[src/rtl/dtl_slave_mem.sv]
// DTL slave responder backed by a single-port synchronous SRAM (1-cycle read latency).
// Accepts single/burst commands, streams write beats to memory, and returns read
// beats through a 4-entry buffer so ReadAccept may stall at any point.
module dtl_slave_mem #(
  parameter int unsigned INTERFACE_WIDTH       = 32,
  parameter int unsigned INTERFACE_ADDR_WIDTH  = 32,
  parameter int unsigned INTERFACE_BLOCK_WIDTH = 5,
  parameter int unsigned MEM_ADDR_WIDTH        = 10
) (
  input  logic                              iClk,
  input  logic                              iReset,
  input  logic                              iDTL_CommandValid,
  output logic                              oDTL_CommandAccept,
  input  logic                              iDTL_CommandReadWrite,
  input  logic [INTERFACE_ADDR_WIDTH-1:0]   iDTL_Address,
  input  logic [INTERFACE_BLOCK_WIDTH-1:0]  iDTL_BlockSize,
  input  logic                              iDTL_WriteValid,
  output logic                              oDTL_WriteAccept,
  input  logic [INTERFACE_WIDTH-1:0]        iDTL_WriteData,
  input  logic [INTERFACE_WIDTH/8-1:0]      iDTL_WriteEnable,
  input  logic                              iDTL_WriteLast,
  output logic                              oDTL_ReadValid,
  input  logic                              iDTL_ReadAccept,
  output logic [INTERFACE_WIDTH-1:0]        oDTL_ReadData,
  output logic                              oDTL_ReadLast,
  output logic [MEM_ADDR_WIDTH-1:0]         oMem_Address,
  output logic [INTERFACE_WIDTH/8-1:0]      oMem_WriteEnable,
  output logic [INTERFACE_WIDTH-1:0]        oMem_WriteData,
  output logic                              oMem_ReadEnable,
  input  logic [INTERFACE_WIDTH-1:0]        iMem_ReadData,
  output logic                              oError
);

  localparam int unsigned BYTES      = INTERFACE_WIDTH / 8;
  localparam int unsigned BYTE_SHIFT = $clog2(BYTES);
  localparam int unsigned FIFO_DEPTH = 4;

  typedef enum logic [1:0] {
    ST_IDLE  = 2'd0,
    ST_WRITE = 2'd1,
    ST_READ  = 2'd2
  } state_e;

  state_e                             state_q, state_d;
  logic                               cmd_acc_q, cmd_acc_d;
  logic                               wr_acc_q, wr_acc_d;
  logic [MEM_ADDR_WIDTH-1:0]          addr_q, addr_d;
  logic [INTERFACE_BLOCK_WIDTH-1:0]   cnt_q, cnt_d;
  logic                               rd_pend_q, rd_pend_d;
  logic [MEM_ADDR_WIDTH-1:0]          mem_addr_q, mem_addr_d;
  logic [BYTES-1:0]                   mem_we_q, mem_we_d;
  logic [INTERFACE_WIDTH-1:0]         mem_wdata_q, mem_wdata_d;
  logic                               mem_re_q, mem_re_d;
  logic                               mem_re_last_q, mem_re_last_d;
  logic                               rd_vld_q, rd_vld_d;
  logic                               rd_vld_last_q, rd_vld_last_d;
  logic                               err_q, err_d;
  logic [1:0]                         wptr_q, wptr_d;
  logic [1:0]                         rptr_q, rptr_d;
  logic [2:0]                         fifo_cnt_q, fifo_cnt_d;
  logic [FIFO_DEPTH-1:0]              fifo_last_q, fifo_last_d;
  logic [INTERFACE_WIDTH-1:0]         fifo_data_q [FIFO_DEPTH];
  logic [INTERFACE_WIDTH-1:0]         fifo_data_d [FIFO_DEPTH];

  logic [INTERFACE_ADDR_WIDTH-1:0]    addr_shifted;
  logic                               fifo_push;
  logic                               fifo_pop;
  logic                               fifo_valid;
  logic [2:0]                         occupancy;

  // Next-state logic for the command FSM, memory stage, read pipeline and FIFO
  always_comb begin
    state_d       = state_q;
    addr_d        = addr_q;
    cnt_d         = cnt_q;
    rd_pend_d     = rd_pend_q;
    mem_addr_d    = mem_addr_q;
    mem_wdata_d   = mem_wdata_q;
    mem_we_d      = '0;
    mem_re_d      = 1'b0;
    mem_re_last_d = 1'b0;
    rd_vld_d      = mem_re_q;
    rd_vld_last_d = mem_re_last_q;
    err_d         = err_q;
    addr_shifted  = iDTL_Address >> BYTE_SHIFT;

    fifo_valid = (fifo_cnt_q != '0);
    fifo_push  = rd_vld_q;
    fifo_pop   = fifo_valid && iDTL_ReadAccept;
    // Reads already issued but not yet in the FIFO still need a slot reserved.
    occupancy  = fifo_cnt_q + {2'b00, mem_re_q} + {2'b00, rd_vld_q};

    case (state_q)
      ST_IDLE: begin
        if (iDTL_CommandValid && cmd_acc_q) begin
          addr_d = addr_shifted[MEM_ADDR_WIDTH-1:0];
          cnt_d  = iDTL_BlockSize;
          if (iDTL_CommandReadWrite) begin
            state_d = ST_WRITE;
          end else begin
            state_d   = ST_READ;
            rd_pend_d = 1'b1;
          end
        end
      end
      ST_WRITE: begin
        if (iDTL_WriteValid && wr_acc_q) begin
          mem_addr_d  = addr_q;
          mem_wdata_d = iDTL_WriteData;
          mem_we_d    = iDTL_WriteEnable;
          addr_d      = addr_q + 1'b1;
          cnt_d       = cnt_q - 1'b1;
          if ((cnt_q == '0) || iDTL_WriteLast) begin
            state_d = ST_IDLE;
            if ((cnt_q == '0) != iDTL_WriteLast) begin
              err_d = 1'b1;
            end
          end
        end
      end
      ST_READ: begin
        if (rd_pend_q && (occupancy < 3'd4)) begin
          mem_addr_d    = addr_q;
          mem_re_d      = 1'b1;
          mem_re_last_d = (cnt_q == '0);
          addr_d        = addr_q + 1'b1;
          if (cnt_q == '0) begin
            rd_pend_d = 1'b0;
          end else begin
            cnt_d = cnt_q - 1'b1;
          end
        end
        if (fifo_pop && fifo_last_q[rptr_q]) begin
          state_d = ST_IDLE;
        end
      end
      default: state_d = ST_IDLE;
    endcase

    cmd_acc_d = (state_d == ST_IDLE);
    wr_acc_d  = (state_d == ST_WRITE);

    wptr_d      = wptr_q + {1'b0, fifo_push};
    rptr_d      = rptr_q + {1'b0, fifo_pop};
    fifo_cnt_d  = fifo_cnt_q + {2'b00, fifo_push} - {2'b00, fifo_pop};
    fifo_last_d = fifo_last_q;
    fifo_data_d = fifo_data_q;
    if (fifo_push) begin
      fifo_last_d[wptr_q] = rd_vld_last_q;
      fifo_data_d[wptr_q] = iMem_ReadData;
    end
  end

  // Control and output registers with synchronous reset
  always_ff @(posedge iClk) begin
    if (iReset) begin
      state_q       <= ST_IDLE;
      cmd_acc_q     <= 1'b1;
      wr_acc_q      <= 1'b0;
      addr_q        <= '0;
      cnt_q         <= '0;
      rd_pend_q     <= 1'b0;
      mem_addr_q    <= '0;
      mem_we_q      <= '0;
      mem_wdata_q   <= '0;
      mem_re_q      <= 1'b0;
      mem_re_last_q <= 1'b0;
      rd_vld_q      <= 1'b0;
      rd_vld_last_q <= 1'b0;
      err_q         <= 1'b0;
      wptr_q        <= '0;
      rptr_q        <= '0;
      fifo_cnt_q    <= '0;
      fifo_last_q   <= '0;
    end else begin
      state_q       <= state_d;
      cmd_acc_q     <= cmd_acc_d;
      wr_acc_q      <= wr_acc_d;
      addr_q        <= addr_d;
      cnt_q         <= cnt_d;
      rd_pend_q     <= rd_pend_d;
      mem_addr_q    <= mem_addr_d;
      mem_we_q      <= mem_we_d;
      mem_wdata_q   <= mem_wdata_d;
      mem_re_q      <= mem_re_d;
      mem_re_last_q <= mem_re_last_d;
      rd_vld_q      <= rd_vld_d;
      rd_vld_last_q <= rd_vld_last_d;
      err_q         <= err_d;
      wptr_q        <= wptr_d;
      rptr_q        <= rptr_d;
      fifo_cnt_q    <= fifo_cnt_d;
      fifo_last_q   <= fifo_last_d;
    end
  end

  // Read-buffer payload storage; validity is tracked by the reset pointers
  always_ff @(posedge iClk) begin
    fifo_data_q <= fifo_data_d;
  end

  assign oDTL_CommandAccept = cmd_acc_q;
  assign oDTL_WriteAccept   = wr_acc_q;
  assign oDTL_ReadValid     = (fifo_cnt_q != '0);
  assign oDTL_ReadData      = (fifo_cnt_q != '0) ? fifo_data_q[rptr_q] : '0;
  assign oDTL_ReadLast      = (fifo_cnt_q != '0) && fifo_last_q[rptr_q];
  assign oMem_Address       = mem_addr_q;
  assign oMem_WriteEnable   = mem_we_q;
  assign oMem_WriteData     = mem_wdata_q;
  assign oMem_ReadEnable    = mem_re_q;
  assign oError             = err_q;

endmodule

[config.mk]
export PLATFORM = sky130hd
export DESIGN_NAME = dtl_slave_mem
export DESIGN_NICKNAME = d
export VERILOG_FILES = /design/src/rtl/dtl_slave_mem.sv
export SDC_FILE = /design/constraint.sdc
export NUM_CORES = 1
export LEC_CHECK = 0
export ABC_AREA = 1
export ABC_CLOCK_PERIOD_IN_PS = 4300
export BUFFER_PORTS_ARGS = -buffer_cell sky130_fd_sc_hd__buf_4
export CAP_MARGIN = 20
export CORE_UTILIZATION = 50
export DETAILED_ROUTE_END_ITERATION = 6
export PLACE_DENSITY = 0.75
export RECOVER_POWER = 25
export SYNTH_ARGS = -nofsm -noshare
export SYNTH_HDL_FRONTEND = slang
export SYNTH_SLANG_ARGS = --single-unit
[constraint.sdc]
create_clock -name iClk -period 4.3 [get_ports iClk]
set_input_delay 0.645 -clock iClk [delete_from_list [all_inputs] [get_ports iClk]]
set_output_delay 0.645 -clock iClk [all_outputs]
set_load 0.01 [all_outputs]
Yosys cells after proc, flatten, opt, wreduce, memory -nomap -nowiden
Cells that the tools add are included.

operators by class
  order comparisons = 7
  $add $sub $neg = 8
  reduce and logical (&&, ||, !) cells = 25
  multiplexer cells = 36
  equal/unequal tests = 10
  bitwise operators = 6

operators with widths
  kind                                                                  count
  128-bit bitwise mux                                                   1
  32-bit two-way mux                                                    4
  32-bit binary-select mux with 2-bit select                            1
  32-bit demux with 2-bit select                                        1
  10-bit two-way mux                                                    5
  10-bit one-hot mux with 3 select lines                                1
  5-bit two-way mux                                                     4
  10-bit one-hot mux with 2 select lines                                1
  5-bit one-hot mux with 3 select lines                                 1
  2-bit inequality test, second input constant                          6
  10-bit by 1-bit adder with 10-bit output, second input constant       1
  2-bit two-way mux                                                     5
  5-bit AND reduction                                                   2
  3-bit by 1-bit adder with 3-bit output                                3
  1-bit logical AND                                                     8
  4-bit AND reduction                                                   2
  1-bit two-way mux                                                     7
  3-bit greater-or-equal comparator, second input constant              2
  2-bit by 3-bit < comparator with 1-bit output, second input constant  2
  2-bit inverter with 3-bit output                                      2
  2-bit one-hot mux with 3 select lines                                 1
  3-bit nonzero test                                                    2
  3-bit OR reduction                                                    2
  5-bit logical NOT                                                     1
  20 further kinds                                                      27

word-level totals
  bits in registers = 210

Longest topological paths before layout
  word-level depth = 6
  mapped depth = 11
  depth with buffers taken out = 11

Least setup slack after synthesis
OpenSTA, ideal clock, no wires.

  path kind = register to register
  start = register rd_vld_q (netlist: fifo_push)
  end = register fifo_last_q[3]
  stages on the path, launching flop included = 5
  required time = 4.221 ns
  period minus slack after synthesis = 3.221 ns
  setup slack = 1.079 ns
  arrival = 3.142 ns
  path through = dfxtp_1 -> inv_1 -> nor3_1 -> o21ai_0 -> a21oi_1

RTL lines
  element                 RTL line  source
  start, declared         55        logic rd_vld_q, rd_vld_d;
  start signal, assigned  187       rd_vld_q <= rd_vld_d;
  end signal, assigned    193       fifo_last_q <= fifo_last_d;
  end, declared           61        logic [FIFO_DEPTH-1:0] fifo_last_q, fifo_last_d;

Final worst setup path
  start = register rptr_q[0]
  end = output oDTL_ReadData[3]

on the way
  longest elaborated chain between the ends = 5

RTL lines
  element                                                 RTL line  source
  start, declared                                         59        logic [1:0] rptr_q, rptr_d;
  start signal, assigned                                  191       rptr_q <= rptr_d;
  2-bit inverter with 3-bit output (not written as such)  205       assign oDTL_ReadData = (fifo_cnt_q != '0) ? fifo_data_q[rptr_q] : '0;
  32-bit binary-select mux with 2-bit select              205
  32-bit two-way mux (not written as such) (2 in series)  205
  32-bit two-way mux                                      205
  end, declared                                           24        output logic [INTERFACE_WIDTH-1:0] oDTL_ReadData,

No other way between the ends. The select of a mux whose other input is x is not followed.

==> metrics <==
outcome=finished clean; vias in the first global route=6,487; H-tree depth=1; DRC errors left=0; # clock sinks=210; DRT iter0 DRCs=431; antenna viol nets, final=0; critical path capture point type=output pin; RePlAce Congestion=0.855; CP Class=reg2out; PwrDens=between 500 and 600 nW/um2; sink of the worst hold path=fifo_data_q[88]; setup slack, reg-to-reg=around 1500 ps; reg-to-reg endpoint=oMem_Address[7]; core footprint=roughly 17,000 um2; Placement Rows=47; Hold Fails Final Rpt=0; Max stage delay on crit path=700 ps; GRT Total Usage=21.9%; CTS hold repair buffers=0; worst rel slew slack=29.2%; gr ovfl total=0; CTS Buffer Depth=3; Vias/cell=5.06; root buf cell=clkbuf_16; mapped cell area=a little under 9000 um2; Wirelength per Cell=14.7 um; dpl cell area=slightly above 10,000 um2; Yosys reg bits=210; worst skew pair latency=500 ps; syn_nets=1,017; Ys Warns=0; # IOs=196; first-pass GRT wire length=31.0 mm; largest net degree at the start of global routing=a little under 70; hold path startpoint=iMem_ReadData[24]; max-cap viol count=0; CTS tree=yes; Bufs and invs on worst path=2; Total Routed Length=roughly 19 mm; area grow syn2layout=24.4%; final layout net count=1,181; HPWL after DPL=11.9 mm; Setup crit start kind=flop; fin crit share=66.5%; Fmax=0.350 GHz; Pwr Total=6.03 mW; RSZ-0062 raised after global routing=no; Tmin final=approximately 2900 ps; Fill cells=1,344; CTS clk-pin slew, worst paths=60 ps; Layout Utilization=64.4%; sequential share of the synthesized area=a little under two thirds; CTS buffer count=22; initial antenna violation count=0; crit-path max FO=66; Hold WC Path Type=in2reg; port buffer count=173; die area=17,800 um2; worst r2r path cells=7; Synth Instances=891; via count=6,533; die height=133 um; Ant. Diodes=0; Initial Utilization=51.7%; drt first pass iters=4; worst path cell trace=inv_2 -> o21ai_0 -> a21oi_1 -> buf_4; Setup Buffers After CTS=0; Crit path depth=4; post-synth cell types=34; Critical Path RT=3650 ps; worst hold path depth=1; fin area=between 10,000 and 15,000 um2; static leakage=4.20 nW; Die Width=between 100 and 150 um; Final Skew=6.17 ps; post-cts sizing count=0; final slew viol count=0; setup violators final=0; layout cells sized above 1=20.8%; synthesized area per cell=about 9.7 um2; worst vdd ir=325 uV; CP Data Arrival Time=2220 ps; Critical R2R Launch=state_q[1]; Least-Margin Pin Slew=1060 ps; Fin Setup TNS=0 ps; delay-heaviest family, CP=buffers and inverters; Critical Path Slowest Stage Cell=inv_2
==> metal layers <==
layer | up-vias | GRT usage, % | share of wire (%)
li1 | 3302 | - | -
met1 | 2986 | 27.3 | 43
met2 | 214 | 37.4 | 48
met3 | 31 | 5.06 | 7.5
met4 | 0 | 7.20 | 1.8
met5 | - | 0 | 0
==> cell type report <==
| class | instances | area (um2) | share of cell area (%) |
|---|---|---|---|
| clock buffers | 27 | 599 | 5.57 |
| inverters | 56 | 210 | 1.96 |
| well taps | 220 | 275 | 2.56 |
| multi-input cells | 581 | 2760 | 25.7 |
| flip-flops and latches | 210 | 5490 | 51.0 |
| clock inverters | 13 | 105 | 0.978 |
| repair buffers | 184 | 1310 | 12.2 |
==> Yosys cell counts <==
master | instances | area share, %
a21oi_1 | 85 | 4.9
a21oi_2 | 9 | 0.91
a31oi_1 | 1 | 0.072
buf_1 | 6 | 0.26
buf_12 | 1 | 0.23
buf_2 | 15 | 0.87
buf_4 | 1 | 0.087
clkbuf_1 | 21 | 0.91
clkinv_1 | 1 | 0.043
dfxtp_1 | 82 | 19
edfxtp_1 | 128 | 44
fa_1 | 1 | 0.23
ha_1 | 13 | 1.9
inv_1 | 52 | 2.3
inv_2 | 3 | 0.13
nand2_1 | 164 | 7.1
nand2_2 | 10 | 0.72
nand2_4 | 1 | 0.13
nand3_1 | 24 | 1.4
nand3_4 | 1 | 0.20
nand3b_1 | 3 | 0.26
nand4_1 | 3 | 0.22
nand4_4 | 1 | 0.25
nor2_1 | 171 | 7.4
nor2_2 | 1 | 0.072
nor3_1 | 5 | 0.29
nor3_4 | 1 | 0.19
nor4_1 | 2 | 0.14
o211ai_1 | 3 | 0.26
o21ai_0 | 74 | 4.3
o22ai_1 | 1 | 0.072
o31ai_1 | 3 | 0.26
xnor2_1 | 2 | 0.20
xor2_1 | 2 | 0.20
==> cell usage in the layout (no fill, tap or decap), types with 5 or more instances in the layout <==
cell	instances
clkbuf_16	22
clkinv_1	5
clkbuf_1	29
nand2_2	10
nor2_1	171
nand3_1	24
a21oi_2	9
inv_1	52
edfxtp_1	128
nand2_1	164
dfxtp_1	81
a21oi_1	85
ha_1	13
buf_4	155
o21ai_0	74
==> worst register-to-register path, cell delays in order (launching register included) <==
cell     delay (ps)
dfxtp_1         420
inv_1            90
ha_1            490
inv_1           400
a21oi_1         740
nand2_2         280
nand2_1         130
a21oi_1          70
==> cell families (layout without fill, tap and decap cells) <==
family                     Yosys count  count (layout)  synth area share (%)
AOI/OAI and AO/OA                  176             176                  10.8
xor gates and xnor gates             4               4                 0.406
adders and majority gates           14              14                  2.11
buffers and inverters              100             280                  4.79
DFF                                210             210                  63.5
and+or+nand+nor                    387             387                  18.4
==> where the power goes <==
part	leakage (nW)	switching [mW]	internal, mW
registers	1.82	0.117	2.24
logic	2.05	1.16	0.718
clock network	0.339	0.746	1.05
total	4.20	2.02	4.01
==> through the flow <==
stage / std cells / worst slack (ps) / hold WS, ps
CTS: 1290 / 1290 / 323
global placement: 1250 / 1510 / 393
floorplan: 891 / 1080 / 388
global route: 1291 / 1220 / 342
finish: 1291 / 1440 / 347
detailed placement: 1250 / 1480 / 393
==> flip-flops by register name, indices dropped and copies added, names as in the netlist <==
register            flops
oDTL_WriteAccept        1
fifo_cnt_q              3
rd_vld_last_q           1
fifo_data_q           128
oMem_WriteEnable        4
fifo_push               1
oMem_Address           10
cnt_q                   5
rd_pend_q               1
oError                  1
oMem_WriteData         32
oMem_ReadEnable         1
fifo_last_q             4
wptr_q                  2
mem_re_last_q           1
addr_q                 10
rptr_q                  2
oDTL_CommandAccept      1
state_q                 2
==> worst max path at each step <==
stage	to	slack (ps)	start
after floorplan	fifo_last_q[3]	1080	fifo_push
after global placement	oMem_WriteEnable[1]	1510	state_q[1]
after detailed placement	oMem_WriteEnable[2]	1480	state_q[1]
after CTS	oDTL_ReadData[18]	1290	rptr_q[1]
after global routing	oMem_WriteEnable[0]	1220	state_q[1]
final	oDTL_ReadData[3]	1440	rptr_q[0]
No activity file was read; power rests on OpenSTA's default activity.
